### src/rtl/tick_cascade.sv
// ---------------------------------------------------------------------------
// tick_cascade
//
// Multi-stage tick generator. Stage 0 divides the system clock (gated by
// en) into a periodic one-cycle tick; every further stage divides the tick
// of the stage before it. Each stage has a live divisor and a shadow
// divisor. The shadow is written at any time through div_load. The live
// divisor picks up the shadow value only at that stage's terminal count or
// on sync_clr, so a period is never cut short or stretched.
//
// Ports
//   clk       in   system clock
//   rst_n     in   asynchronous active-low reset
//   en        in   stage-0 count enable
//   sync_clr  in   synchronous phase clear of every stage (highest priority)
//   oneshot   in   1 = halt stage 0 after the first tick of the last stage
//   div_load  in   write div_val into the shadow divisor selected by div_sel
//   div_sel   in   target stage of div_load (out-of-range values ignored)
//   div_val   in   new divisor; 0 is treated as 1
//   ticks     out  one-cycle pulses, bit k belongs to stage k
//   done      out  one-shot completed (sticky until sync_clr / reset)
// ---------------------------------------------------------------------------
module tick_cascade #(
    parameter int CLK_IN_HZ  = 100_000_000,
    parameter int TICK_HZ    = 1_000_000,
    parameter int NUM_STAGES = 3,
    parameter int STAGE_DIV  = 1000,
    parameter int CNT_W      = 32,
    parameter int SEL_W      = (NUM_STAGES > 1) ? $clog2(NUM_STAGES) : 1
) (
    input  logic                  clk,
    input  logic                  rst_n,
    input  logic                  en,
    input  logic                  sync_clr,
    input  logic                  oneshot,
    input  logic                  div_load,
    input  logic [SEL_W-1:0]      div_sel,
    input  logic [CNT_W-1:0]      div_val,
    output logic [NUM_STAGES-1:0] ticks,
    output logic                  done
);

    // Reset divisors, clamped to 1 so a degenerate parameter set still
    // produces a valid (every-event) tick rather than a zero divisor.
    localparam logic [CNT_W-1:0] D0_INIT =
        CNT_W'((CLK_IN_HZ / TICK_HZ < 1) ? 1 : CLK_IN_HZ / TICK_HZ);
    localparam logic [CNT_W-1:0] DK_INIT =
        CNT_W'((STAGE_DIV < 1) ? 1 : STAGE_DIV);

    logic [CNT_W-1:0]      cnt     [NUM_STAGES];
    logic [CNT_W-1:0]      div_act [NUM_STAGES];
    logic [CNT_W-1:0]      div_shd [NUM_STAGES];
    logic [NUM_STAGES-1:0] stage_evt;
    logic [NUM_STAGES-1:0] load_hit;
    logic [CNT_W-1:0]      load_val;
    logic                  halted;

    // A divisor of 0 would never reach terminal count, so it is stored as 1.
    assign load_val = (div_val == '0) ? CNT_W'(1) : div_val;

    // Decode which shadow register a div_load targets. A div_sel beyond the
    // last stage matches no bit, which is how out-of-range writes are dropped.
    always_comb begin
        load_hit = '0;
        for (int k = 0; k < NUM_STAGES; k++) begin
            load_hit[k] = div_load && (div_sel == SEL_W'(k));
        end
    end

    // Count events per stage: stage 0 counts enabled clocks until the
    // one-shot has halted it, later stages count the registered tick of the
    // stage before them, which gives the one-cycle latency per stage.
    always_comb begin
        stage_evt    = '0;
        stage_evt[0] = en && !halted;
        for (int k = 1; k < NUM_STAGES; k++) begin
            stage_evt[k] = ticks[k-1];
        end
    end

    // Main state update. sync_clr wins over everything; a div_load in the
    // same cycle lands in the shadow and is also taken straight into the
    // live divisor so the cleared cascade starts with the new period. In
    // normal operation the live divisor is refreshed only on wrap, using the
    // shadow value as it stood before this cycle's load.
    always_ff @(posedge clk or negedge rst_n) begin
        if (!rst_n) begin
            for (int k = 0; k < NUM_STAGES; k++) begin
                cnt[k]     <= '0;
                div_act[k] <= (k == 0) ? D0_INIT : DK_INIT;
                div_shd[k] <= (k == 0) ? D0_INIT : DK_INIT;
            end
            ticks  <= '0;
            done   <= 1'b0;
            halted <= 1'b0;
        end else if (sync_clr) begin
            for (int k = 0; k < NUM_STAGES; k++) begin
                cnt[k] <= '0;
                if (load_hit[k]) begin
                    div_shd[k] <= load_val;
                    div_act[k] <= load_val;
                end else begin
                    div_act[k] <= div_shd[k];
                end
            end
            ticks  <= '0;
            done   <= 1'b0;
            halted <= 1'b0;
        end else begin
            for (int k = 0; k < NUM_STAGES; k++) begin
                if (load_hit[k]) begin
                    div_shd[k] <= load_val;
                end
                if (stage_evt[k]) begin
                    if (cnt[k] == div_act[k] - CNT_W'(1)) begin
                        cnt[k]     <= '0;
                        ticks[k]   <= 1'b1;
                        div_act[k] <= div_shd[k];
                    end else begin
                        cnt[k]     <= cnt[k] + CNT_W'(1);
                        ticks[k]   <= 1'b0;
                    end
                end else begin
                    ticks[k] <= 1'b0;
                end
            end
            // The last-stage tick seen high arms done and freezes stage 0 on
            // the same edge; both stay set until sync_clr or reset.
            if (oneshot && ticks[NUM_STAGES-1]) begin
                done   <= 1'b1;
                halted <= 1'b1;
            end
        end
    end

endmodule

### config.mk
export PLATFORM = sky130hd
export DESIGN_NAME = tick_cascade
export DESIGN_NICKNAME = d
export VERILOG_FILES = /design/src/rtl/tick_cascade.sv
export SDC_FILE = /design/constraint.sdc
export NUM_CORES = 1
export LEC_CHECK = 0
export CAP_MARGIN = 20
export CORE_MARGIN = 5
export CORE_UTILIZATION = 50
export CTS_BUF_LIST = sky130_fd_sc_hd__clkbuf_2
export DETAILED_ROUTE_END_ITERATION = 6
export GPL_TIMING_DRIVEN = 1
export PLACE_DENSITY = 0.68
export SETUP_SLACK_MARGIN = 0.05
export SYNTH_ARGS = -nofsm -noshare
export SYNTH_HDL_FRONTEND = slang
export SYNTH_SLANG_ARGS = --single-unit
### constraint.sdc
create_clock -name clk -period 4.6 [get_ports clk]
set_clock_uncertainty 0.1 [all_clocks]
set_input_delay 0.92 -clock clk [delete_from_list [all_inputs] [get_ports clk]]
set_output_delay 0.92 -clock clk [all_outputs]
set_load 0.01 [all_outputs]
==> flow_results.org, run 1 <==
** Run status
- Outcome :: finished clean

** Route
- Summing over every cut layer, the via total after detailed routing is 15300.
- In this run, the number of DRC markers left after iteration 0 of detailed routing was about 1100.
- Final wirelength :: around 52000 um
- Residual DRC :: 0
- Detail-routed net length per standard cell :: around 20 um
- Once detail routing completed, the nets flagged for antenna violations numbered 0.
- Dividing the detail-routed via count by the number of cells gives about 6.
- Detailed-routing iteration count for the pre-antenna-repair pass :: 5

** CTS
- The clock passes through at most 3 buffers.
- The tree is rooted in a sky130_fd_sc_hd__clkbuf_2.
- Clock-pin slew was measured on the worst setup and hold paths at approximately 0.1 ns.
- TritonCTS built the clock tree.
- Clk sinks :: 292
- Clock latency on the worst-skew pair, taken at its later pin, is 0.94 ns.
- H-tree lvl count :: 3
- The number of setup buffers added after CTS is 0.
- Resized Gates After CTS :: 0
- TritonCTS created 82 clock buffers.
- The number of hold buffers added after CTS was 1.

** Finish
- Ratio of cells with drive above 1 in the final layout :: 0.147
- Total of fill cells in the finished design :: about 3100
- Area of all sequential standard cells :: 7340 um^2
- Finished Core Util :: 0.557
- Area Growth Syn to Fin :: 9.83%
- Summing all multi-input logic gate instances after layout gives just under 10000 um^2.
- In the final design database the tool counted 2026 nets.

** Global routing
- Antenna violations before repair :: 2
- Total routing usage reported by global routing :: 0.264
- First-pass GRT wire length :: 83100 um
- Maximum number of pins on one net before global-route repair :: between 100 and 150
- Global route total overflow :: 0
- The number of global-route vias before repair was 15100.

** Worst hold path
- The worst hold path passes through 2 cells.
- The worst hold path begins at sync_clr.
- Min-Delay Endpoint :: cnt[35]
- The tightest min-delay check is of the in2reg type.

** Logic synthesis
- Of the total synthesized cell area, the portion taken by XOR and XNOR cells is 0.0911.
- sky130_fd_sc_hd__dfrtp_1 takes more of the synthesized area than any other cell.
- Sequential-to-total area share from yosys stat :: 0.418
- In the post-synthesis netlist, the biggest area contributors are sky130_fd_sc_hd__dfrtp_1 37%, sky130_fd_sc_hd__xor2_1 4.8%, sky130_fd_sc_hd__nor2_1 4.7%, sky130_fd_sc_hd__nand2_1 4.5%, sky130_fd_sc_hd__dfstp_2 4.5%.
- The Yosys step of the flow raised 0 warnings.
- In this run, distinct cell masters in the synthesized netlist total 79.
- Cell area after synthesis :: 17600 um^2
- Post-synthesis share of cell area spent on full adders, half adders and majority gates :: 0.00428
- The compound-gate portion of the synthesized area is 0.130.
- For this run, asynchronously set or reset flops after synthesis account for 1.00.
- Yosys instantiated no cell more often than sky130_fd_sc_hd__dfrtp_1.
- In this run the mean area of a mapped cell was 9.06 um^2.
- By area, the combinational part of the netlist is dominated by simple AND/OR/NAND/NOR gates.
- Number of synthesized flops with an enable pin :: 0
- Proportion of synthesized area in mux cells :: 0.0462
- Share of the synthesized area in the top cell type :: 0.373
- Number of storage elements in the synthesis netlist :: 292
- Of the total synthesized cell area, the portion taken by AND, OR, NAND and NOR gates is 0.274.
- By count the netlist is led by 262 x sky130_fd_sc_hd__dfrtp_1, 222 x sky130_fd_sc_hd__nor2_1, 212 x sky130_fd_sc_hd__nand2_1, 125 x sky130_fd_sc_hd__clkbuf_1, 96 x sky130_fd_sc_hd__xor2_1.
- Number of instances in the synthesized netlist :: 1939
- Among all flip-flop cells after synthesis, the most frequent one is sky130_fd_sc_hd__dfrtp_1.
- Synthesis produced a netlist with a net count of 1985.

** Setup path
- Critical register-to-register path startpoint :: div_act[0]
- In this run the critical register-to-register path is captured at div_act[26].
- Flop-to-flop setup slack :: a little under 0.5 ns
- List of cells traversed by the critical path :: inv_1 > ha_1 > or4b_1 > nor3_1 > nand3_1 > o31ai_1 > nand2_1 > or4_1 > buf_4 > o31ai_1 > a31oi_1
- Startpoint type of the worst setup path :: flop
- Number of buffers and inverters on the critical path :: 2
- Top delay family on crit path :: simple AND/OR/NAND/NOR gates
- Worst Reg2Reg Path Length in Cells :: 11
- Maximum cell stage delay along the critical path :: 0.60 ns
- Max FO, Critical Path :: 33
- Data required, critical path :: 5.27 ns
- STA classifies the critical path endpoint as a flop.
- The worst setup path is of the reg2reg kind.
- The largest individual stage delay along the critical path comes from the cell sky130_fd_sc_hd__or4b_1.
- Counting stages on the worst path, the most repeated cell is sky130_fd_sc_hd__o31ai_1.
- STA puts the critical path data arrival time at 4.79 ns.

** Floorplanning
- Die height :: 197 um
- Core Region :: ~35000 um^2
- The initial utilization of the core area, before any placement, comes to 0.507.
- Site row count :: roughly 70
- During I/O placement, the number of pins put on the boundary was 44.
- The die covers around 39000 um^2.
- Die Width :: 197 um

** STA
- Measured slew at the worst slew-check pin :: 0.793 ns
- Timing would allow up to between 0.2 and 0.25 GHz.
- The worst pin sits at a relative slew slack of 0.464.
- Adding up every negative setup slack in the final design gives 0 ns.
- For the finished layout, the period the worst path requires is 4.11 ns.
- Setup repair after global routing left no endpoint under its margin.
- Max-slew violation total from the final report :: 0
- Hold WS :: between 0.3 and 0.4 ns
- Total of endpoints with negative setup slack in the final report :: 0
- The number of endpoints with negative hold slack in the final report is 0.
- Dividing the final minimum period by the clock period gives 0.894.

** Placed design
- GP Congestion :: approximately 1
- In this run the tool buffered the top-level ports with 43 buffer cells.
- The HPWL after detailed placement is around 36000 um.

** Power
- Leakage power total :: 7.88 nW
- Cell Pwr Density :: between 300 and 400 nW/um^2
- Maximum ir drop on the vdd rail :: 0.234 mV

** Flow run
- Max-cap violations in this run came to 0.
-- metrics by stage --
stage	power, mW	cell area (um^2)	setup slack, ns	std cells
finish	6.60	19300	0.488	2505
global route	7.00	19300	0.0822	2505
CTS	6.67	19300	0.554	2503
detailed placement	4.53	18400	0.588	2350
global placement	4.49	18400	0.609	2350
floorplan	4.08	17600	0.901	1939
-- layout make-up --
type,instances,area share
antenna,2,0.000260
clock buffer,131,0.0340
clock inverter,21,0.00967
inverter,26,0.00513
multi-input combinational,1487,0.498
sequential,292,0.381
tap,455,0.0295
timing repair buffer,91,0.0428
-- worst max-delay path by stage --
stage | from | end | cells past startpoint
5_1_grt | div_act[0] | div_act[26] | 11
4_1_cts | div_act[64] | div_act[73] | 10
6_report | div_act[0] | div_act[26] | 11
3_5_place_dp | div_act[64] | div_act[75] | 10
3_3_place_gp | div_act[0] | cnt[4] | 11
2_1_floorplan | div_act[64] | div_act[84] | 11
-- logic make-up after synthesis --
kind of cell,count (synthesis)
AO/OA/AOI/OAI,303
XOR/XNOR,181
adder cells (fa/ha/maj),6
buffers and inverters,160
flip-flops,292
multiplexers,73
AND/OR/NAND/NOR,924
-- per-layer routing --
metal | up-vias | global-route usage | wire [um]
met5 | - | 0 | 0
met4 | 0 | 0.109 | 1780
met3 | 108 | 0.0559 | 3180
met2 | 493 | 0.414 | 23900
met1 | 7533 | 0.357 | 22700
li1 | 7206 | - | -
-- cells in the final DEF (no fill, tap or decap), types with 26 or more instances in the layout --
cell type,count
sky130_fd_sc_hd__clkdlybuf4s50_1,41
sky130_fd_sc_hd__dfrtp_1,262
sky130_fd_sc_hd__nor2b_1,35
sky130_fd_sc_hd__nor3_1,42
sky130_fd_sc_hd__nand4_1,65
sky130_fd_sc_hd__nor2_1,222
sky130_fd_sc_hd__nor4_1,52
sky130_fd_sc_hd__a221o_1,33
sky130_fd_sc_hd__dfstp_2,30
sky130_fd_sc_hd__nand2_1,212
sky130_fd_sc_hd__xnor2_1,84
sky130_fd_sc_hd__nor3b_1,37
sky130_fd_sc_hd__nand3_1,68
sky130_fd_sc_hd__clkbuf_2,131
sky130_fd_sc_hd__o21ai_0,45
sky130_fd_sc_hd__xor2_1,96
sky130_fd_sc_hd__o31ai_1,43
sky130_fd_sc_hd__buf_4,45
sky130_fd_sc_hd__a31oi_1,32
sky130_fd_sc_hd__a21oi_1,28
sky130_fd_sc_hd__and3_1,26
sky130_fd_sc_hd__or3_1,49
sky130_fd_sc_hd__o211a_1,28
sky130_fd_sc_hd__mux2_2,65
-- worst reg2reg max path, delay by kind of cell, from the launching register on --
family | cells | cell delay [ns]
compound gates | 3 | 0.91
fa+ha+maj | 1 | 0.28
buf+inv | 2 | 0.36
flops | 1 | 0.44
simple gates | 5 | 1.88
-- state kept, by name, summed over array words and instances (netlist names) --
| signal | cells |
|---|---|
| div_act | 96 |
| halted | 1 |
| ticks | 3 |
| cnt | 96 |
| div_shd | 96 |
-- power by group --
group	switching [mW]	internal, mW	total (mW)
Combinational	0.679	0.570	1.25
Sequential	0.356	2.90	3.25
Clock	1.13	0.970	2.10
No activity file was read; power rests on OpenSTA's default activity.
==> run 2: changes to the inputs <==
--- a/config.mk
+++ b/config.mk
@@ -5,13 +5,14 @@
 export SDC_FILE = /design/constraint.sdc
 export NUM_CORES = 1
 export LEC_CHECK = 0
+export ABC_AREA = 1
 export CAP_MARGIN = 20
 export CORE_MARGIN = 5
 export CORE_UTILIZATION = 50
 export CTS_BUF_LIST = sky130_fd_sc_hd__clkbuf_2
 export DETAILED_ROUTE_END_ITERATION = 6
 export GPL_TIMING_DRIVEN = 1
-export PLACE_DENSITY = 0.68
+export PLACE_DENSITY = 0.67
 export SETUP_SLACK_MARGIN = 0.05
 export SYNTH_ARGS = -nofsm -noshare
 export SYNTH_HDL_FRONTEND = slang
==> run 2 against run 1 <==
Cell count grew 37%; synthesized cell count grew 45%; register-to-register slack improved by 0.71 ns; non-clock buffer count down 21; die area rose by 9.1%; sequential power shrank 5%; flip-flop and latch count unchanged; highest routed layer is now met5.
==> flow_results.org, run 2 <==
** Run status
- Outcome :: finished clean

** CTS
- The number of sinks driven by the clock tree came to 292 (unchanged).
- The number of buffers on the longest clock path came to 3 (unchanged).
- Number of buffers added by the clock tree synthesis step :: 81 (-1.2%)
- Hold-fix buffer count after cts :: 1 (unchanged)
- TritonCTS built the clock tree.
- The count of cells resized by post-cts repair was 0 (unchanged).
- Clk slew on worst S/H paths :: 0.09 ns (about the same)
- The number of buffers added for setup after CTS is 0 (unchanged).
- The cell sitting at the root of the clock tree is a sky130_fd_sc_hd__clkbuf_2.
- The clock insertion delay at the later pin of the skew report was 1.09 ns (+0.15 ns).
- H-tree lvl count :: 3 (unchanged)

** Floorplanning
- The y dimension of the die came to 206 um (+4.4%).
- The number of primary I/O pins was 44 (unchanged).
- The full die area was 42500 um^2 (+9.1%).
- Die Width :: 206 um (+4.4%)
- Effective utilization at floorplan :: 0.508 (+0.00129)
- The floorplan row count was 71 (+4.4%).
- Core Region :: 37800 um^2 (+9.3%)

** Logic synthesis
- The adder-cell area share of the yosys netlist came to 0.00390 (-0.000373).
- Cell area after synthesis :: 19200 um^2 (+9.6%)
- Share of the synthesized netlist area taken by xor and xnor gates :: 0.0824 (-0.00866)
- Number of unique standard cell types used by synthesis :: 40 (-49%)
- Share of async-settable or async-resettable flops after synthesis :: 1.00 (unchanged)
- The count of flip-flops with a built-in enable after synthesis came to 0 (unchanged).
- Synth Warn # :: 0 (unchanged)
- Synth cell count leaders :: 791 x sky130_fd_sc_hd__nand2_1, 341 x sky130_fd_sc_hd__nor2_1, 297 x sky130_fd_sc_hd__inv_1, 266 x sky130_fd_sc_hd__nand3_1, 262 x sky130_fd_sc_hd__dfrtp_1
- sky130_fd_sc_hd__nand2_1 is the most common cell in the netlist.
- Largest cells by area after synthesis :: sky130_fd_sc_hd__dfrtp_1 34%, sky130_fd_sc_hd__nand2_1 15%, sky130_fd_sc_hd__nand3_1 6.9%, sky130_fd_sc_hd__nor2_1 6.7%, sky130_fd_sc_hd__inv_1 5.8%
- The synthesized netlist cell count was 2806 (+45%).
- The post-synthesis sequential area ratio was 0.382 (-0.0365).
- Prevailing post-synth register cell :: sky130_fd_sc_hd__dfrtp_1
- Number of storage elements in the synthesis netlist :: 292 (unchanged)
- Dominant cell type by area after synthesis :: sky130_fd_sc_hd__dfrtp_1
- After synthesis, the largest family of logic cells by area is simple AND/OR/NAND/NOR gates.
- The area share of the largest cell type after synthesis was 0.341 (-0.0326).
- The average footprint of a synthesized cell was 6.86 um^2 (-24%).
- Basic-gate share of the synthesized area counting and, or, nand and nor cells :: 0.373 (+0.0990)
- The synthesized netlist net count came to 2852 (+44%).
- Synthesized-area fraction occupied by ao, oa, aoi and oai cells :: 0.0732 (-0.0569)
- Proportion of synthesized area in mux cells :: 0 (-0.0462)

** Setup path
- Setup CP Type :: reg2reg
- The worst reg-to-reg path cell count is 14 (+3).
- The highest net fanout along the worst path was 37 (+12%).
- The worst register-to-register path begins at div_act[2].
- The signal arrival time at the worst endpoint came to 4.17 ns (-0.62 ns).
- The setup slack of the worst register-to-register path is 1.20 ns (+0.71 ns).
- The number of cells on the critical path came to 14 (+3).
- Cell with the biggest individual delay on the critical path :: sky130_fd_sc_hd__nand2_2
- The critical path ends at cnt[26].
- The total buffers and inverters traversed by the critical path is 2 (unchanged).
- Grouping stages by cell kind, the critical path spends the most delay in simple AND/OR/NAND/NOR gates.
- Worst reg2reg endpoint :: cnt[26]
- Startpoint type of the worst setup path :: flop
- Maximum cell stage delay along the critical path :: 0.64 ns (+0.04 ns)
- STA classifies the critical path endpoint as a flop.
- List of cells traversed by the critical path :: nor2_1 > nand2_2 > nor2_2 > nand2_1 > o21ai_1 > nand2_1 > clkinv_1 > nand2_1 > nor2_1 > nand2_1 > inv_2 > nand3_2 > nand2_2 > o21ai_0
- The required time of the critical path is 5.36 ns (+0.09 ns).
- Cell repeated most along the worst path :: sky130_fd_sc_hd__nand2_1
- The critical path starts at div_act[2].

** STA
- The highest achievable clock rate came to 0.294 GHz (+21%).
- Time the final worst path needs with I/O delays and setup :: 3.40 ns (-0.708 ns)
- Setup repair after global routing left no endpoint under its margin.
- The count of pins over their slew limit is 0 (unchanged).
- Rel. slew slack :: 0.381 (-0.0830)
- The setup TNS after final layout is 0 ns (unchanged).
- Total of endpoints with negative setup slack in the final report :: 0 (unchanged)
- Measured slew at the worst slew-check pin :: 0.923 ns (+0.130 ns)
- The post-route clock period utilization came to 0.740 (-0.154).
- The number of endpoints with negative hold slack in the final report was 0 (unchanged).

** Route
- Detail-routed net length per standard cell :: 16.9 um (-18%)
- Initial detailed-routing violation count :: 1488 (+38%)
- Remaining number of nets flagged by the antenna check after routing :: 0 (unchanged)
- Detailed-routing iteration count for the pre-antenna-repair pass :: 5 (unchanged)
- Residual DRC :: 0 (unchanged)
- The via count normalized by instance count came to 5.39 (-12%).
- Final wirelength :: 58000 um (+12%)
- Detailed-route via count :: 18500 (+20%)

** Power
- Cell Pwr Density :: 320 nW/um^2 (-6.5%)
- Leakage power total :: 10.0 nW (+27%)
- Overall power :: 6.66 mW (+0.85%)
- The largest voltage drop on the vdd net was 0.192 mV (-18%).

** Global routing
- The total global routing overflow is 0 (unchanged).
- Antenna violations before repair :: 2 (unchanged)
- The overall track demand over capacity in global routing came to 0.277 (+0.0131).
- First-pass GRT wire length :: 93700 um (+13%)
- The number of global-route vias before repair is 17900 (+19%).
- Maximum number of pins on one net before global-route repair :: 107 (-11%)

** Flow run
- Number of maximum-capacitance violations :: 0 (unchanged)

** Placed design
- GP Congestion :: 1.05 (+6.5%)
- The port buffer count came to 43 (unchanged).
- The placed wire-length estimate after detailed placement is 43100 um (+21%).

** Finish
- The share of cells above drive strength 1 came to 0.0927 (-0.0543).
- Largest registers :: cnt x96, div_act x96, div_shd x96
- Compared with the post-synthesis result, the final layout area differs by 8.07%.
- The final layout net count is 2904 (+43%).
- Most frequent cells in the layout :: 791 x sky130_fd_sc_hd__nand2_1, 341 x sky130_fd_sc_hd__nor2_1, 296 x sky130_fd_sc_hd__inv_1
- Most frequent standard cell in the layout excluding fill and tap cells :: sky130_fd_sc_hd__nand2_1

** Worst hold path
- The min-delay analysis places its worst path in the category in2reg.
-- run 2: final cells by class --
class | count | area [um^2]
Timing Repair Buffer | 70 | 663
Fill cell | 3853 | 17100
Tap cell | 511 | 639
Inverter | 312 | 1170
Sequential cell | 292 | 7340
Antenna cell | 3 | 7.51
Multi-Input combinational cell | 2101 | 10300
Clock buffer | 118 | 591
Clock inverter | 20 | 114
-- run 2: per-stage QoR --
step | hold WS [ns] | area (um^2) | utilization | setup WS [ns] | std cells
after floorplan | 0.362 | 19200 | - | 2.16 | 2806
after global placement | 0.389 | 20100 | 0.530 | 0.924 | 3285
after detailed placement | 0.392 | 20100 | 0.530 | 0.862 | 3285
after CTS | 0.208 | 20800 | 0.549 | 1.11 | 3424
after global routing | 0.298 | 20800 | 0.549 | 0.938 | 3425
final | 0.354 | 20800 | 0.549 | 1.20 | 3427
-- run 2: layer usage --
metal | track usage | vias to the layer above | wire, um
li1 | - | 9092 | -
met4 | 0.0863 | 2 | 1640
met3 | 0.0435 | 120 | 3710
met5 | 0 | - | 20
met2 | 0.449 | 581 | 26900
met1 | 0.383 | 8677 | 25700
-- run 2: worst reg2reg max path, stage by stage (launching register included) --
cell,delay (ns)
sky130_fd_sc_hd__dfrtp_1,0.45
sky130_fd_sc_hd__nor2_1,0.14
sky130_fd_sc_hd__nand2_2,0.11
sky130_fd_sc_hd__nor2_2,0.56
sky130_fd_sc_hd__nand2_1,0.20
sky130_fd_sc_hd__o21ai_1,0.30
sky130_fd_sc_hd__nand2_1,0.09
sky130_fd_sc_hd__clkinv_1,0.07
sky130_fd_sc_hd__nand2_1,0.05
sky130_fd_sc_hd__nor2_1,0.08
sky130_fd_sc_hd__nand2_1,0.06
sky130_fd_sc_hd__inv_2,0.07
sky130_fd_sc_hd__nand3_2,0.13
sky130_fd_sc_hd__nand2_2,0.64
sky130_fd_sc_hd__o21ai_0,0.19
-- run 2: cell families (layout without fill, tap and decap cells) --
| group | after synthesis | after routing |
|---|---|---|
| buf+inv | 413 | 520 |
| xor+xnor | 181 | 181 |
| flops | 292 | 292 |
| compound gates | 270 | 270 |
| fa+ha+maj | 6 | 6 |
| simple gates | 1644 | 1644 |
| other cells | 0 | 3 |
-- run 2: worst min path at each step --
stage / cells after the start / from / slack, ns / to
3_3_place_gp: 2 / div_act[66] / 0.39 / div_act[66]
4_1_cts: 5 / sync_clr / 0.21 / div_act[41]
3_5_place_dp: 2 / div_act[69] / 0.39 / div_act[69]
5_1_grt: 5 / sync_clr / 0.30 / div_act[39]
2_1_floorplan: 2 / div_act[95] / 0.36 / div_act[95]
6_report: 5 / sync_clr / 0.35 / div_act[37]
-- run 2: where the power goes --
group | switching [mW] | internal [mW]
Clock | 1.17 | 0.703
Sequential | 0.228 | 2.85
Combinational | 1.14 | 0.564
Total | 2.54 | 4.11
==> run 3: changes to the inputs <==
==> constraint.sdc (replaced) <==
create_clock -name clk -period 3.2 [get_ports clk]
set_clock_uncertainty 0.1 [all_clocks]
set_input_delay 0.64 -clock clk [delete_from_list [all_inputs] [get_ports clk]]
set_output_delay 0.64 -clock clk [all_outputs]
set_load 0.01 [all_outputs]
==> run 3 against run 2 <==
Sequential share of layout area fell by 0.96 points; first-iteration DRC count rose by 3.4%; worst setup slack got worse by 0.92 ns; final area rose by 2.8%; combinational power rose by 50%; worst hold slack got worse by 0.15 ns; flip-flop and latch count did not move; non-clock buffer count rose by 46; clock-buffer cell count rose by 11; highest routed layer unchanged.
==> flow_results.org, run 3 (synthesis gave the netlist of run 2 again) <==
** Run status
- The run finished with clean final reports.

** Global routing
- The number of antenna violations at the first check in global routing was 2 (unchanged).
- Via count of the first global-routing pass :: 17700 (-1.0%)
- The first-pass GRT wire length was 93600 um (-0.13%).
- Global route total overflow :: 0 (unchanged)
- Maximum number of pins on one net before global-route repair :: 136 (+27%)
- The overall track demand over capacity in global routing was 0.277 (about the same).

** CTS
- Post-CTS setup buffer count :: 0 (unchanged)
- The number of buffers added by the clock tree synthesis step was 81 (unchanged).
- Source-to-sink clock delay at the later pin of the worst-skew pair :: 1.08 ns (about the same)
- The clock transition time at the flip-flop clock pins of the worst setup and hold paths was 0.10 ns (about the same).
- TritonCTS clock tree :: built
- Maximum root-to-sink buffer count :: 3 (unchanged)
- The number of sinks driven by the clock tree was 292 (unchanged).
- The maximum level of the CTS H-tree was 3 (unchanged).
- Root Driver :: sky130_fd_sc_hd__clkbuf_2

** Finish
- Finished layout cell area :: 21400 um^2 (+2.8%)
- Largest registers :: cnt x96, div_act x96, div_shd x96
- Ratio of cells with drive above 1 in the final layout :: 0.109 (+0.0166)
- Non-filler instance count after layout :: 3478 (+1.5%)
- Most frequent cells in the layout :: 791 x sky130_fd_sc_hd__nand2_1, 341 x sky130_fd_sc_hd__nor2_1, 296 x sky130_fd_sc_hd__inv_1
- Most frequent standard cell in the layout excluding fill and tap cells :: sky130_fd_sc_hd__nand2_1
- From synthesis to final layout, the design area changed by 11.1%.
- The final layout net count is 2950 (+1.6%).

** Placed design
- Total instance count after detailed placement :: 3327 (+1.3%)
- The port buffer count came to 43 (unchanged).
- GP Congestion :: 1.03 (-1.3%)
- Instance area after placement :: 20500 um^2 (+2.1%)
- DP Wirelength :: 44300 um (+3.0%)

** Floorplanning
- Effective utilization at floorplan :: 0.508 (unchanged)
- The core box area is 37800 um^2 (unchanged).
- The y dimension of the die came to 206 um (unchanged).
- DIE AREA :: 42500 um^2 (unchanged)
- The x dimension of the die was 206 um (unchanged).
- Site row count :: 71 (unchanged)
- I/O pins :: 44 (unchanged)

** Setup path
- Maximum cell stage delay along the critical path :: 0.62 ns (-0.02 ns)
- Data required, critical path :: 2.46 ns (-2.90 ns)
- The signal on the critical path passes through clkdlybuf4s50_1.
- STA classifies the critical path endpoint as an output pin.
- Max FO, Critical Path :: 6 (-84%)
- Worst Reg2Reg Path Length in Cells :: 16 (+2)
- The signal arrival time at the worst endpoint came to 2.19 ns (-1.98 ns).
- Top delay family on crit path :: buffers and inverters
- The critical path is of the reg2out type.
- Number of cells on the critical path :: 1 (-13)
- Cell with the biggest individual delay on the critical path :: sky130_fd_sc_hd__clkdlybuf4s50_1
- The total buffers and inverters traversed by the critical path came to 1 (-1).
- STA classifies the critical path startpoint as a flop.

** Route
- Initial detailed-routing violation count :: 1538 (+3.4%)
- Detailed-route via count :: 18500 (+0.032%)
- Detailed-routing iteration count for the pre-antenna-repair pass :: 6 (+1)
- The total detailed-routing wirelength came to 58200 um (+0.28%).
- Residual DRC :: 0 (unchanged)
- The post-route antenna net violation count was 0 (unchanged).
- Via density :: 5.31 (-1.4%)
- Detail-routed net length per standard cell :: 16.7 um (-1.2%)

** Worst hold path
- Worst min-delay path class :: in2reg
- Cell depth of the worst hold path :: 3 (-2)

** STA
- Final Hold Vio Count :: 0 (unchanged)
- The transition at the pin with the smallest max-transition slack was 0.778 ns (-0.146 ns).
- The worst path in the final design needs a cycle of roughly 3 ns, including I/O delays and setup.
- Of the available clock period, the critical path in the final layout requires 0.914.
- The number of setup violations in the final report came to 0 (unchanged).
- Rel. slew slack :: 0.482 (+0.101)
- The count of pins over their slew limit was 0 (unchanged).
- Achievable clock frequency :: between 0.3 and 0.4 GHz
- Unrepaired setup endpoints after global routing :: no
- Hold WS :: 0.202 ns (-0.152 ns)
- The setup TNS after final layout came to 0 ns (unchanged).

** Power
- The overall power consumption came to 9.94 mW (+49%).
- The largest voltage drop on the vdd net came to 0.235 mV (+22%).
- Leakage power total :: 10.4 nW (+3.3%)
- The cell area power density is 465 nW/um^2 (+45%).

** Flow run
- The max-cap violation count was 0 (unchanged).
[run 3: repair_timing]
item	in CTS	in global routing
resized for setup	0	2
hold buffers	4	0
hold endpoints to repair	271	0
endpoints found under the setup margin	0	33
[run 3: layout make-up]
cell class              instances  area [um^2]
diodes                          2         5.00
clock buffers                 129          646
clock inverters                15          151
fillers                      3777        16500
inverters                     312         1170
multi-input cells            2101        10300
flip-flops and latches        292         7340
well taps                     511          639
repair buffers                116         1160
[run 3: per-layer routing]
layer	part of all wire	vias up	global-route usage
met1	0.45	8641	0.380
met5	0.00022	-	0
met3	0.057	129	0.0516
met4	0.036	2	0.108
li1	-	9176	-
met2	0.45	530	0.436
[run 3: power by group]
part | total [mW] | switching, mW | internal (mW)
sequential | 4.41 | 0.316 | 4.09
combinational | 2.57 | 1.70 | 0.870
clock | 2.96 | 1.66 | 1.30
[run 3: path summary, 6_finish.rpt]
| check | from | to | slack (ns) |
|---|---|---|---|
| hold / removal | en | ticks[0] | 0.20 |
| setup reg to reg | div_act[67] | div_act[93] | 0.32 |
| max in group asynchronous | rst_n | div_act[43] | 1.19 |
| setup / recovery | ticks[1] | ticks[1] | 0.27 |
| hold reg to reg | div_act[66] | div_act[66] | 0.40 |
| min in group asynchronous | rst_n | div_act[23] | 0.54 |
[run 3: metrics by stage]
step            util  worst slack [ns]
6_report       0.565             0.274
5_1_grt        0.565            0.0852
4_1_cts        0.564             0.167
3_5_place_dp   0.542            0.0624
3_3_place_gp   0.542            0.0751
2_1_floorplan      -             0.904
